==> src/rtl/mem_port_arbiter_if.sv <==
// Bus bundle between the pipeline IF/MA stages, the memory-port arbiter and the unified memory.
// The arbiter connects through the slave modport; the pipeline/memory side uses master.
interface mem_port_arbiter_if #(
    parameter int unsigned ADDR_WIDTH = 32,
    parameter int unsigned DATA_WIDTH = 32
);
    logic                  i_req;
    logic [ADDR_WIDTH-1:0] i_addr;
    logic [DATA_WIDTH-1:0] i_rdata;

    logic [3:0]            d_read;
    logic [2:0]            d_write;
    logic [ADDR_WIDTH-1:0] d_addr;
    logic [DATA_WIDTH-1:0] d_wdata;
    logic [DATA_WIDTH-1:0] d_rdata;

    logic                  busywait;
    logic [31:0]           stall_cycles;

    logic [3:0]            mem_read;
    logic [2:0]            mem_write;
    logic [ADDR_WIDTH-1:0] mem_addr;
    logic [DATA_WIDTH-1:0] mem_wdata;
    logic [DATA_WIDTH-1:0] mem_rdata;
    logic                  mem_ready;

    modport slave (
        input  i_req, i_addr, d_read, d_write, d_addr, d_wdata, mem_rdata, mem_ready,
        output i_rdata, d_rdata, busywait, stall_cycles,
               mem_read, mem_write, mem_addr, mem_wdata
    );

    modport master (
        output i_req, i_addr, d_read, d_write, d_addr, d_wdata, mem_rdata, mem_ready,
        input  i_rdata, d_rdata, busywait, stall_cycles,
               mem_read, mem_write, mem_addr, mem_wdata
    );
endinterface

==> src/rtl/mem_port_arbiter.sv <==
// Shares one memory port between instruction fetch and data access, data first,
// and holds the pipeline via busywait until every pending access has been captured.
module mem_port_arbiter #(
    parameter int unsigned ADDR_WIDTH       = 32,
    parameter int unsigned DATA_WIDTH       = 32,
    parameter logic [3:0]  IFETCH_READ_CODE = 4'b1010
) (
    input  logic              clk,
    input  logic              rst,
    mem_port_arbiter_if.slave bus
);
    localparam int unsigned CNT_WIDTH = 32;

    typedef enum logic [1:0] {
        ST_IDLE = 2'd0,
        ST_DATA = 2'd1,
        ST_INST = 2'd2
    } state_e;

    state_e                state_q, state_d;
    logic                  i_done_q, i_done_d;
    logic                  d_done_q, d_done_d;
    logic [DATA_WIDTH-1:0] i_rdata_q, i_rdata_d;
    logic [DATA_WIDTH-1:0] d_rdata_q, d_rdata_d;
    logic [CNT_WIDTH-1:0]  stall_cycles_q, stall_cycles_d;

    logic d_req, d_is_write, d_pend, i_pend, busy;

    // Request decode; a simultaneous read+write enable is treated as a write only.
    always_comb begin
        d_req      = bus.d_read[3] | bus.d_write[2];
        d_is_write = bus.d_write[2];
        d_pend     = d_req & ~d_done_q;
        i_pend     = bus.i_req & ~i_done_q;
        busy       = d_pend | i_pend;
    end

    // Next-state, capture and release logic.
    always_comb begin
        state_d        = state_q;
        i_done_d       = i_done_q;
        d_done_d       = d_done_q;
        i_rdata_d      = i_rdata_q;
        d_rdata_d      = d_rdata_q;
        stall_cycles_d = busy ? stall_cycles_q + CNT_WIDTH'(1) : stall_cycles_q;

        case (state_q)
            ST_IDLE: begin
                if (d_pend) begin
                    state_d = ST_DATA;
                end else if (i_pend) begin
                    state_d = ST_INST;
                end
            end
            ST_DATA: begin
                if (bus.mem_ready) begin
                    if (!d_is_write) begin
                        d_rdata_d = bus.mem_rdata;
                    end
                    d_done_d = 1'b1;
                    state_d  = i_pend ? ST_INST : ST_IDLE;
                end
            end
            ST_INST: begin
                if (bus.mem_ready) begin
                    i_rdata_d = bus.mem_rdata;
                    i_done_d  = 1'b1;
                    state_d   = ST_IDLE;
                end
            end
            default: state_d = ST_IDLE;
        endcase

        // The pipeline advances on this edge, so the next cycle sees fresh requests.
        if (!busy) begin
            i_done_d = 1'b0;
            d_done_d = 1'b0;
        end
    end

    always_ff @(posedge clk) begin
        if (rst) begin
            state_q        <= ST_IDLE;
            i_done_q       <= 1'b0;
            d_done_q       <= 1'b0;
            i_rdata_q      <= '0;
            d_rdata_q      <= '0;
            stall_cycles_q <= '0;
        end else begin
            state_q        <= state_d;
            i_done_q       <= i_done_d;
            d_done_q       <= d_done_d;
            i_rdata_q      <= i_rdata_d;
            d_rdata_q      <= d_rdata_d;
            stall_cycles_q <= stall_cycles_d;
        end
    end

    // Memory-side drive depends only on the state register; requester inputs are frozen meanwhile.
    always_comb begin
        bus.mem_read  = 4'b0000;
        bus.mem_write = 3'b000;
        bus.mem_addr  = ADDR_WIDTH'(0);
        bus.mem_wdata = DATA_WIDTH'(0);
        case (state_q)
            ST_DATA: begin
                bus.mem_addr  = bus.d_addr;
                bus.mem_wdata = bus.d_wdata;
                bus.mem_read  = d_is_write ? 4'b0000 : bus.d_read;
                bus.mem_write = bus.d_write;
            end
            ST_INST: begin
                bus.mem_addr = bus.i_addr;
                bus.mem_read = IFETCH_READ_CODE;
            end
            default: ;
        endcase
    end

    assign bus.busywait     = busy;
    assign bus.i_rdata      = i_rdata_q;
    assign bus.d_rdata      = d_rdata_q;
    assign bus.stall_cycles = stall_cycles_q;
endmodule

==> src/flat_wrapper.sv <==
// flat-port wrapper written by rule: the top's interface ports become plain ports
module mem_port_arbiter_flat 
#(
    parameter int unsigned ADDR_WIDTH       = 32,
    parameter int unsigned DATA_WIDTH       = 32,
    parameter logic [3:0]  IFETCH_READ_CODE = 4'b1010
)
  (clk, rst, bus_i_req, bus_i_addr, bus_d_read, bus_d_write, bus_d_addr, bus_d_wdata, bus_mem_rdata, bus_mem_ready, bus_i_rdata, bus_d_rdata, bus_busywait, bus_stall_cycles, bus_mem_read, bus_mem_write, bus_mem_addr, bus_mem_wdata);
  mem_port_arbiter_if #(.ADDR_WIDTH(ADDR_WIDTH), .DATA_WIDTH(DATA_WIDTH)) bus_i ();
  input  logic clk;
  input  logic rst;
  input wire logic [$bits(bus_i.i_req)-1:0] bus_i_req;
  input wire logic [$bits(bus_i.i_addr)-1:0] bus_i_addr;
  input wire logic [$bits(bus_i.d_read)-1:0] bus_d_read;
  input wire logic [$bits(bus_i.d_write)-1:0] bus_d_write;
  input wire logic [$bits(bus_i.d_addr)-1:0] bus_d_addr;
  input wire logic [$bits(bus_i.d_wdata)-1:0] bus_d_wdata;
  input wire logic [$bits(bus_i.mem_rdata)-1:0] bus_mem_rdata;
  input wire logic [$bits(bus_i.mem_ready)-1:0] bus_mem_ready;
  output wire logic [$bits(bus_i.i_rdata)-1:0] bus_i_rdata;
  output wire logic [$bits(bus_i.d_rdata)-1:0] bus_d_rdata;
  output wire logic [$bits(bus_i.busywait)-1:0] bus_busywait;
  output wire logic [$bits(bus_i.stall_cycles)-1:0] bus_stall_cycles;
  output wire logic [$bits(bus_i.mem_read)-1:0] bus_mem_read;
  output wire logic [$bits(bus_i.mem_write)-1:0] bus_mem_write;
  output wire logic [$bits(bus_i.mem_addr)-1:0] bus_mem_addr;
  output wire logic [$bits(bus_i.mem_wdata)-1:0] bus_mem_wdata;
  assign bus_i.i_req = bus_i_req;
  assign bus_i.i_addr = bus_i_addr;
  assign bus_i.d_read = bus_d_read;
  assign bus_i.d_write = bus_d_write;
  assign bus_i.d_addr = bus_d_addr;
  assign bus_i.d_wdata = bus_d_wdata;
  assign bus_i.mem_rdata = bus_mem_rdata;
  assign bus_i.mem_ready = bus_mem_ready;
  assign bus_i_rdata = bus_i.i_rdata;
  assign bus_d_rdata = bus_i.d_rdata;
  assign bus_busywait = bus_i.busywait;
  assign bus_stall_cycles = bus_i.stall_cycles;
  assign bus_mem_read = bus_i.mem_read;
  assign bus_mem_write = bus_i.mem_write;
  assign bus_mem_addr = bus_i.mem_addr;
  assign bus_mem_wdata = bus_i.mem_wdata;
  mem_port_arbiter #(.ADDR_WIDTH(ADDR_WIDTH), .DATA_WIDTH(DATA_WIDTH), .IFETCH_READ_CODE(IFETCH_READ_CODE)) u_core (.clk(clk), .rst(rst), .bus(bus_i));
endmodule
==> config.mk <==
export PLATFORM = sky130hd
export DESIGN_NAME = mem_port_arbiter_flat
export DESIGN_NICKNAME = d
export VERILOG_FILES = /design/src/rtl/mem_port_arbiter_if.sv /design/src/rtl/mem_port_arbiter.sv /design/src/flat_wrapper.sv
export SDC_FILE = /design/constraint.sdc
export NUM_CORES = 1
export LEC_CHECK = 0
export BUFFER_PORTS_ARGS = -buffer_cell sky130_fd_sc_hd__buf_2
export CAP_MARGIN = 20
export CELL_PAD_IN_SITES_DETAIL_PLACEMENT = 1
export CELL_PAD_IN_SITES_GLOBAL_PLACEMENT = 2
export CORE_MARGIN = 2
export CORE_UTILIZATION = 23
export DETAILED_ROUTE_END_ITERATION = 12
export MAX_ROUTING_LAYER = met4
export PLACE_DENSITY_LB_ADDON = 0.08
export SETUP_SLACK_MARGIN = 0.05
export SLEW_MARGIN = 15
export SYNTH_ARGS = -nofsm -noshare
export SYNTH_HDL_FRONTEND = slang
export SYNTH_SLANG_ARGS = --single-unit
==> constraint.sdc <==
create_clock -name clk -period 3.5 [get_ports clk]
set_input_delay 0.7 -clock clk [delete_from_list [all_inputs] [get_ports clk]]
set_output_delay 0.7 -clock clk [all_outputs]
set_load 0.01 [all_outputs]
==> metrics, run 1 <==
Ys Warns 0; Seq/Total Area, Yosys 0.4443; final hold violations 0; CP Capture Type output pin; Antenna Nets Post-Route 0; Post CTS Setup Buffer Count 0; most frequent cells in the layout buf_2 (305), nand2_1 (140), dfxtp_1 (100), a21oi_1 (72), and2_1 (41); crit-path max cell delay 0.52 ns; CP Max Fanout 12; vias per cell 4.470; post-DR wirelength/cell 16.90 um; critical path data arrival time 2.34 ns; Rows 51; commonest non-fill, non-tap cell in the layout buf_2; chip height roughly 140 um; Crit Path Category flop to output pin; ratio of cells with drive above 1 in the final layout 0.4002; number of global-route vias before repair 4,808; Die Area between 20,000 and 25,000 sq um; HP Class flop to flop; via count approximately 5,000; Filler Cells Inserted 2,434; initial antenna violation count 2; CTS Buffer Depth 2; Core Area 19,330 sq um; slowest stage cell, crit path and2_1; Inserted Clock Buffers 9; DRC violations left 0; root buffer cell clkbuf_16; PwrDens roughly 450 nW/um^2; port bufs 306; DP Worst Slack 0.7633 ns; crit path buf inv count 2; Layout Skew a little over 0.007 ns; family with the most delay on the worst path simple AND/OR/NAND/NOR gates; Setup WS post-layout 0.4640 ns; DRT iter0 DRCs roughly 150; Critical Path Start u_core.state_q[0]$_SDFFE_PP0P_; Power Total between 2 and 3 mW; overall routed net length 19,000 um; 1st-pass router iterations 4; TritonCTS clock tree built; gr ovfl total 0; Synth Flop Type dfxtp_1; Post-Route M1 WL 8075 um; P_leak roughly 3.1 nW; Syn Inst Count roughly 570; gr usage total 0.1779; pins over their slew limit 0; met3 routed WL about 1300 um; Detail Route met2 WL roughly 9400 um; CTS Sinks 100; Mapped Avg Cell Area 7.960 sq um; Hold Path Origin u_core.bus.i_rdata[5]$_SDFFE_PP0P_; Max rail drop VDD 263.4 uV; Post-Layout Inst Area 6653 sq um; Startpoint Class flop; CTS clk-pin slew, worst paths 0.08 ns; worst skew pair latency 0.35 ns; Post-CTS Resized 0; largest net degree at the start of global routing 77; fin nets 995; Die X 144.0 um; Initial Utilization 0.2330; RR Startpoint u_core.i_done_q$_SDFFE_PP0P_; Async SR Flop Fraction 0; setup TNS 0 ns; worst slew pin tran 0.8006 ns; Required @ worst endpoint roughly 2.8 ns; unrepaired setup endpoints after global routing no; Final HPWL DP 14,620 um; CTS hold repair buffers 0; mapped cell area 4506 sq um; min cycle time layout 3.036 ns; H-tree Lvls 3; Cell variety after synth 38; Ports 307; status finished clean; final-report setup violation count 0; Fmax 0.3294 GHz; first-pass GRT wire length approximately 27,000 um; gpl congestion 0.9563; Synth Net Count about 710; #FFs+latches synth 100; MaxCap Viol Count 0; P&R area growth vs syn 47.65%; crit-path cells inv_1 -> ha_1 -> and2_1 -> nor2b_1 -> a21o_1 -> buf_2; Placed Area 6292 sq um; final worst-path cycle share 0.8674; DR top layer met4; relative slew slack 0.4662; number of synthesized flops with an enable pin 0
-- cells by family after synthesis --
| group | synth area share |
|---|---|
| buffers and inverters | 0.04388 |
| adders and majority gates | 0.01111 |
| xor gates and xnor gates | 0.04082 |
| DFF | 0.4443 |
| AOI/OAI and AO/OA | 0.1661 |
| and+or+nand+nor | 0.2813 |
| muxes | 0.01250 |
-- final timing paths --
check                                                  end  cells past startpoint  slack [ns]
setup / recovery                           bus_mem_read[3]                      6        0.46
hold / removal          u_core.bus.i_rdata[5]$_SDFFE_PP0P_                      2        0.45
setup reg to reg  u_core.bus.stall_cycles[31]$_SDFFE_PP0P_                      5        1.28
hold reg to reg         u_core.bus.i_rdata[5]$_SDFFE_PP0P_                      2        0.45
-- metal layers --
layer,vias to the layer above,track usage
met1,2399,0.2116
li1,2463,-
met4,0,0.04438
met2,147,0.2995
met3,15,0.04732
met5,-,-
-- cells in the mapped netlist (3+ instances only) --
master,number,share of area
nor2_1,33,0.027
nor2b_1,7,0.0097
nand3_1,7,0.0078
nor3_1,10,0.011
inv_1,11,0.0092
dfxtp_1,100,0.44
and4_1,5,0.0097
xnor2_1,19,0.037
a22o_1,32,0.062
clkbuf_1,27,0.022
mux2_2,3,0.0075
a21oi_1,72,0.080
o21ai_0,5,0.0056
nand2_1,140,0.12
or3_1,4,0.0056
buf_1,10,0.0083
and2_1,41,0.057
nand4_1,7,0.0097
ha_1,4,0.011
nor4_1,6,0.0083
-- cell type report --
cell class / count / area, sq um / area share
multi-input combinational: 415 / 2308 / 0.3470
sequential: 100 / 2002 / 0.3009
timing repair buffer: 315 / 1609 / 0.2419
tap: 265 / 331.6 / 0.04984
clock buffer: 9 / 225.2 / 0.03385
clock inverter: 7 / 130.1 / 0.01956
inverter: 11 / 41.29 / 0.006207
antenna: 2 / 5.005 / 0.0007523
-- registers in the layout, indices dropped and copies added, names as in the netlist --
name,flops
u_core.i_done_q,1
u_core.state_q,2
u_core.bus.d_rdata,32
u_core.bus.i_rdata,32
u_core.d_done_q,1
u_core.bus.stall_cycles,32
-- stage by stage --
stage | instances | utilization | hold WS [ns]
floorplan | 566 | - | 0.4688
global placement | 1104 | 0.3243 | 0.4388
detailed placement | 1106 | 0.3254 | 0.4489
CTS | 1122 | 0.3438 | 0.4600
global route | 1124 | 0.3441 | 0.4719
finish | 1124 | 0.3441 | 0.4543
-- power breakdown --
| group | internal [mW] | total, mW | switching (mW) |
|---|---|---|---|
| clock network | 0.713 | 1.19 | 0.476 |
| logic | 0.248 | 0.585 | 0.337 |
| registers | 1.18 | 1.20 | 0.0263 |
| total | 2.14 | 2.98 | 0.839 |
-- worst reg2reg max path, stage by stage (launching register included) --
cell and delay, ns:
dfxtp_1 0.32, nor2b_1 0.38, o2111ai_2 0.40, nor4_4 0.43
nor3b_2 0.25, mux2_1 0.33
No activity file was read; power rests on OpenSTA's default activity.
==> run 2: changes to the inputs <==
==> constraint.sdc (replaced) <==
create_clock -name clk -period 3.7 [get_ports clk]
set_input_delay 0.37 -clock clk [delete_from_list [all_inputs] [get_ports clk]]
set_output_delay 0.37 -clock clk [all_outputs]
set_load 0.01 [all_outputs]
==> run 2 against run 1 <==
Flip-flop and latch count did not move. Sequential power fell by 5%. Global-route usage rose by 0.20 points. Worst hold slack got worse by 0.19 ns. Via count fell by 1.1%. Largest cell class unchanged. Highest routed layer unchanged.
==> metrics, run 2 (synthesized netlist as in run 1, its figures left out) <==
initial antenna violation count 3 (+1); placed instance count 1,105 (-0.090%); combinational power share 0.215 (+0.019); slowest stage cell, crit path and2_1; Final HPWL DP 14,340 um (-1.9%); vias per cell 4.427 (-0.96%); sequential share of power 0.447 (+0.043); Layout Skew 0.003762 ns (-0.003487 ns); CTS Sinks 100 (unchanged); Pint 1.811 mW (-15%); Die Area 20,720 sq um (unchanged); hold path cells 3 (+1); R2R depth 5 (unchanged); final worst-path cycle share 0.7021; Placed Area 6285 sq um (-0.12%); fin nets 994 (-0.10%); 1st-pass router iterations 4 (unchanged); RR Startpoint u_core.i_done_q$_SDFFE_PP0P_; final hold violations 0 (unchanged); Worst Hold End u_core.bus.d_rdata[20]$_SDFFE_PP0P_; worst skew pair latency 0.34 ns (about the same); gr usage total 0.1799 (+0.002002); setup TNS 0 ns (unchanged); min cycle time layout around 2.6 ns; Inserted Clock Buffers 9 (unchanged); commonest non-fill, non-tap cell in the layout buf_2; Post-CTS Resized 0 (unchanged); port bufs 306 (unchanged); DRC violations left 0 (unchanged); Hold Path Origin bus_mem_rdata[20]; Ports 307 (unchanged); CP Max Fanout 12 (unchanged); Core Area 19,330 sq um (unchanged); DRT iter0 DRCs 186 (+26%); CP dominant cell by count and2_1; Antenna Nets Post-Route 0 (unchanged); Power Total 2.546 mW (-14%); Finished Layout Cells 1,122 (-0.18%); number of global-route vias before repair 4,843 (+0.73%); Rows 51 (unchanged); Worst R2R End u_core.bus.stall_cycles[31]$_SDFFE_PP0P_; Startpoint Class flop; Fmax 0.3850 GHz; root buffer cell clkbuf_16; relative slew slack 0.5043 (+0.03809); pins over their slew limit 0 (unchanged); TritonCTS clock tree built; critical path data arrival time 2.23 ns (-0.11 ns); gr ovfl total 0 (unchanged); CP Capture Type output pin; Clk network pwr share 0.338 (-0.061); worst slew pin tran 0.7435 ns (-0.05713 ns); PwrDens 388.6 nW/um^2 (-13%); most frequent cells in the layout buf_2 (305), nand2_1 (140), dfxtp_1 (100), a21oi_1 (72), and2_1 (41); post-DR wirelength/cell 16.63 um (-1.6%); crit-path max cell delay 0.46 ns (-0.06 ns); chip height 144.0 um (unchanged); MaxCap Viol Count 0 (unchanged); setup slack, reg-to-reg 1.54 ns (+0.26 ns); gpl congestion 0.9513 (-0.52%); crit-path cells inv_1 -> ha_1 -> and2_1 -> nor2b_1 -> and2_1 -> buf_2; final-report setup violation count 0 (unchanged); Max rail drop VDD 188.0 uV (-29%); status finished clean; CTS Buffer Depth 2 (unchanged); via count 4,967 (-1.1%); CTS clk-pin slew, worst paths 0.07 ns (about the same); Post-Layout Inst Area 6550 sq um (-1.5%); Die X 144.0 um (unchanged); Initial Utilization 0.2330 (unchanged); switching share of power 0.2886 (+0.006884); ratio of cells with drive above 1 in the final layout 0.3970 (-0.003278); CTS hold repair buffers 0 (unchanged); Crit Path Category flop to output pin; unrepaired setup endpoints after global routing no; P&R area growth vs syn 45.38%; Post CTS Setup Buffer Count 0 (unchanged); Net Sw Power 734.6 uW (-12%); H-tree Lvls 3 (unchanged); HP Class input port to flop; largest net degree at the start of global routing 64 (-17%); P_leak 3.095 nW (-1.5%); overall routed net length 18,660 um (-1.8%); first-pass GRT wire length 27,780 um (+1.5%); Required @ worst endpoint 3.33 ns (+0.53 ns)
## run 2: cell count changes in the layout (fill, tap and decap cells not counted)
cell | previous run | this run
buf_4 | 9 | 8
bufinv_16 | 3 | 0
clkbuf_1 | 0 | 1
clkbuf_8 | 0 | 1
clkinv_2 | 0 | 3
clkinv_4 | 1 | 0
diode_2 | 2 | 3
inv_6 | 1 | 0
inv_8 | 2 | 0
## run 2: worst max-delay path by stage
| stage | from | end | cells past startpoint |
|---|---|---|---|
| 2_1_floorplan | bus_i_req | u_core.bus.stall_cycles[31]$_SDFFE_PP0P_ | 5 |
| 3_3_place_gp | u_core.state_q[0]$_SDFFE_PP0P_ | bus_mem_addr[31] | 5 |
| 3_5_place_dp | bus_i_req | u_core.bus.stall_cycles[31]$_SDFFE_PP0P_ | 6 |
| 4_1_cts | u_core.state_q[1]$_SDFFE_PP0P_ | bus_mem_read[0] | 6 |
| 5_1_grt | u_core.state_q[1]$_SDFFE_PP0P_ | bus_mem_read[2] | 6 |
| 6_report | u_core.state_q[1]$_SDFFE_PP0P_ | bus_mem_read[2] | 6 |
## run 2: power groups by stage
stage          Sequential (mW)  Combinational (mW)  Clock [mW]
2_1_floorplan             1.17               0.270           0
3_3_place_gp              1.16               0.542           0
3_5_place_dp              1.16               0.555           0
4_1_cts                   1.14               0.558       0.902
5_1_grt                   1.14               0.606       0.945
6_report                  1.14               0.547       0.861
## run 2: metrics by stage
step / utilization / hold slack [ns] / setup WS [ns]
floorplan: - / 0.4688 / 1.799
global placement: 0.3239 / 0.4382 / 1.277
detailed placement: 0.3251 / 0.4453 / 1.321
CTS: 0.3384 / 0.2575 / 1.004
global route: 0.3388 / 0.2677 / 0.9176
finish: 0.3388 / 0.2678 / 1.102
## run 2: final cells by class
| class | instances | area (sq um) |
|---|---|---|
| fill | 2404 | 12780 |
| timing repair buffer | 314 | 1602 |
| clock buffer | 11 | 242.7 |
| sequential | 100 | 2002 |
| inverter | 11 | 41.29 |
| tap | 265 | 331.6 |
| clock inverter | 3 | 15.01 |
| multi-input combinational | 415 | 2308 |
| antenna | 3 | 7.507 |
## run 2: worst max-delay path, delay by kind of cell, from the launching register on
family | cells | cell delay (ns)
buffers and inverters | 2 | 0.20
DFF | 1 | 0.36
and+or+nand+nor | 3 | 1.04
adders and majority gates | 1 | 0.29
## run 2: routing by layer
metal / global-route usage / vias up / wire (um)
li1: - / 2463 / -
met1: 0.2244 / 2335 / 8355
met2: 0.2967 / 149 / 8958
met3: 0.03899 / 20 / 1091
met4: 0.04489 / 0 / 255
met5: - / - / 0
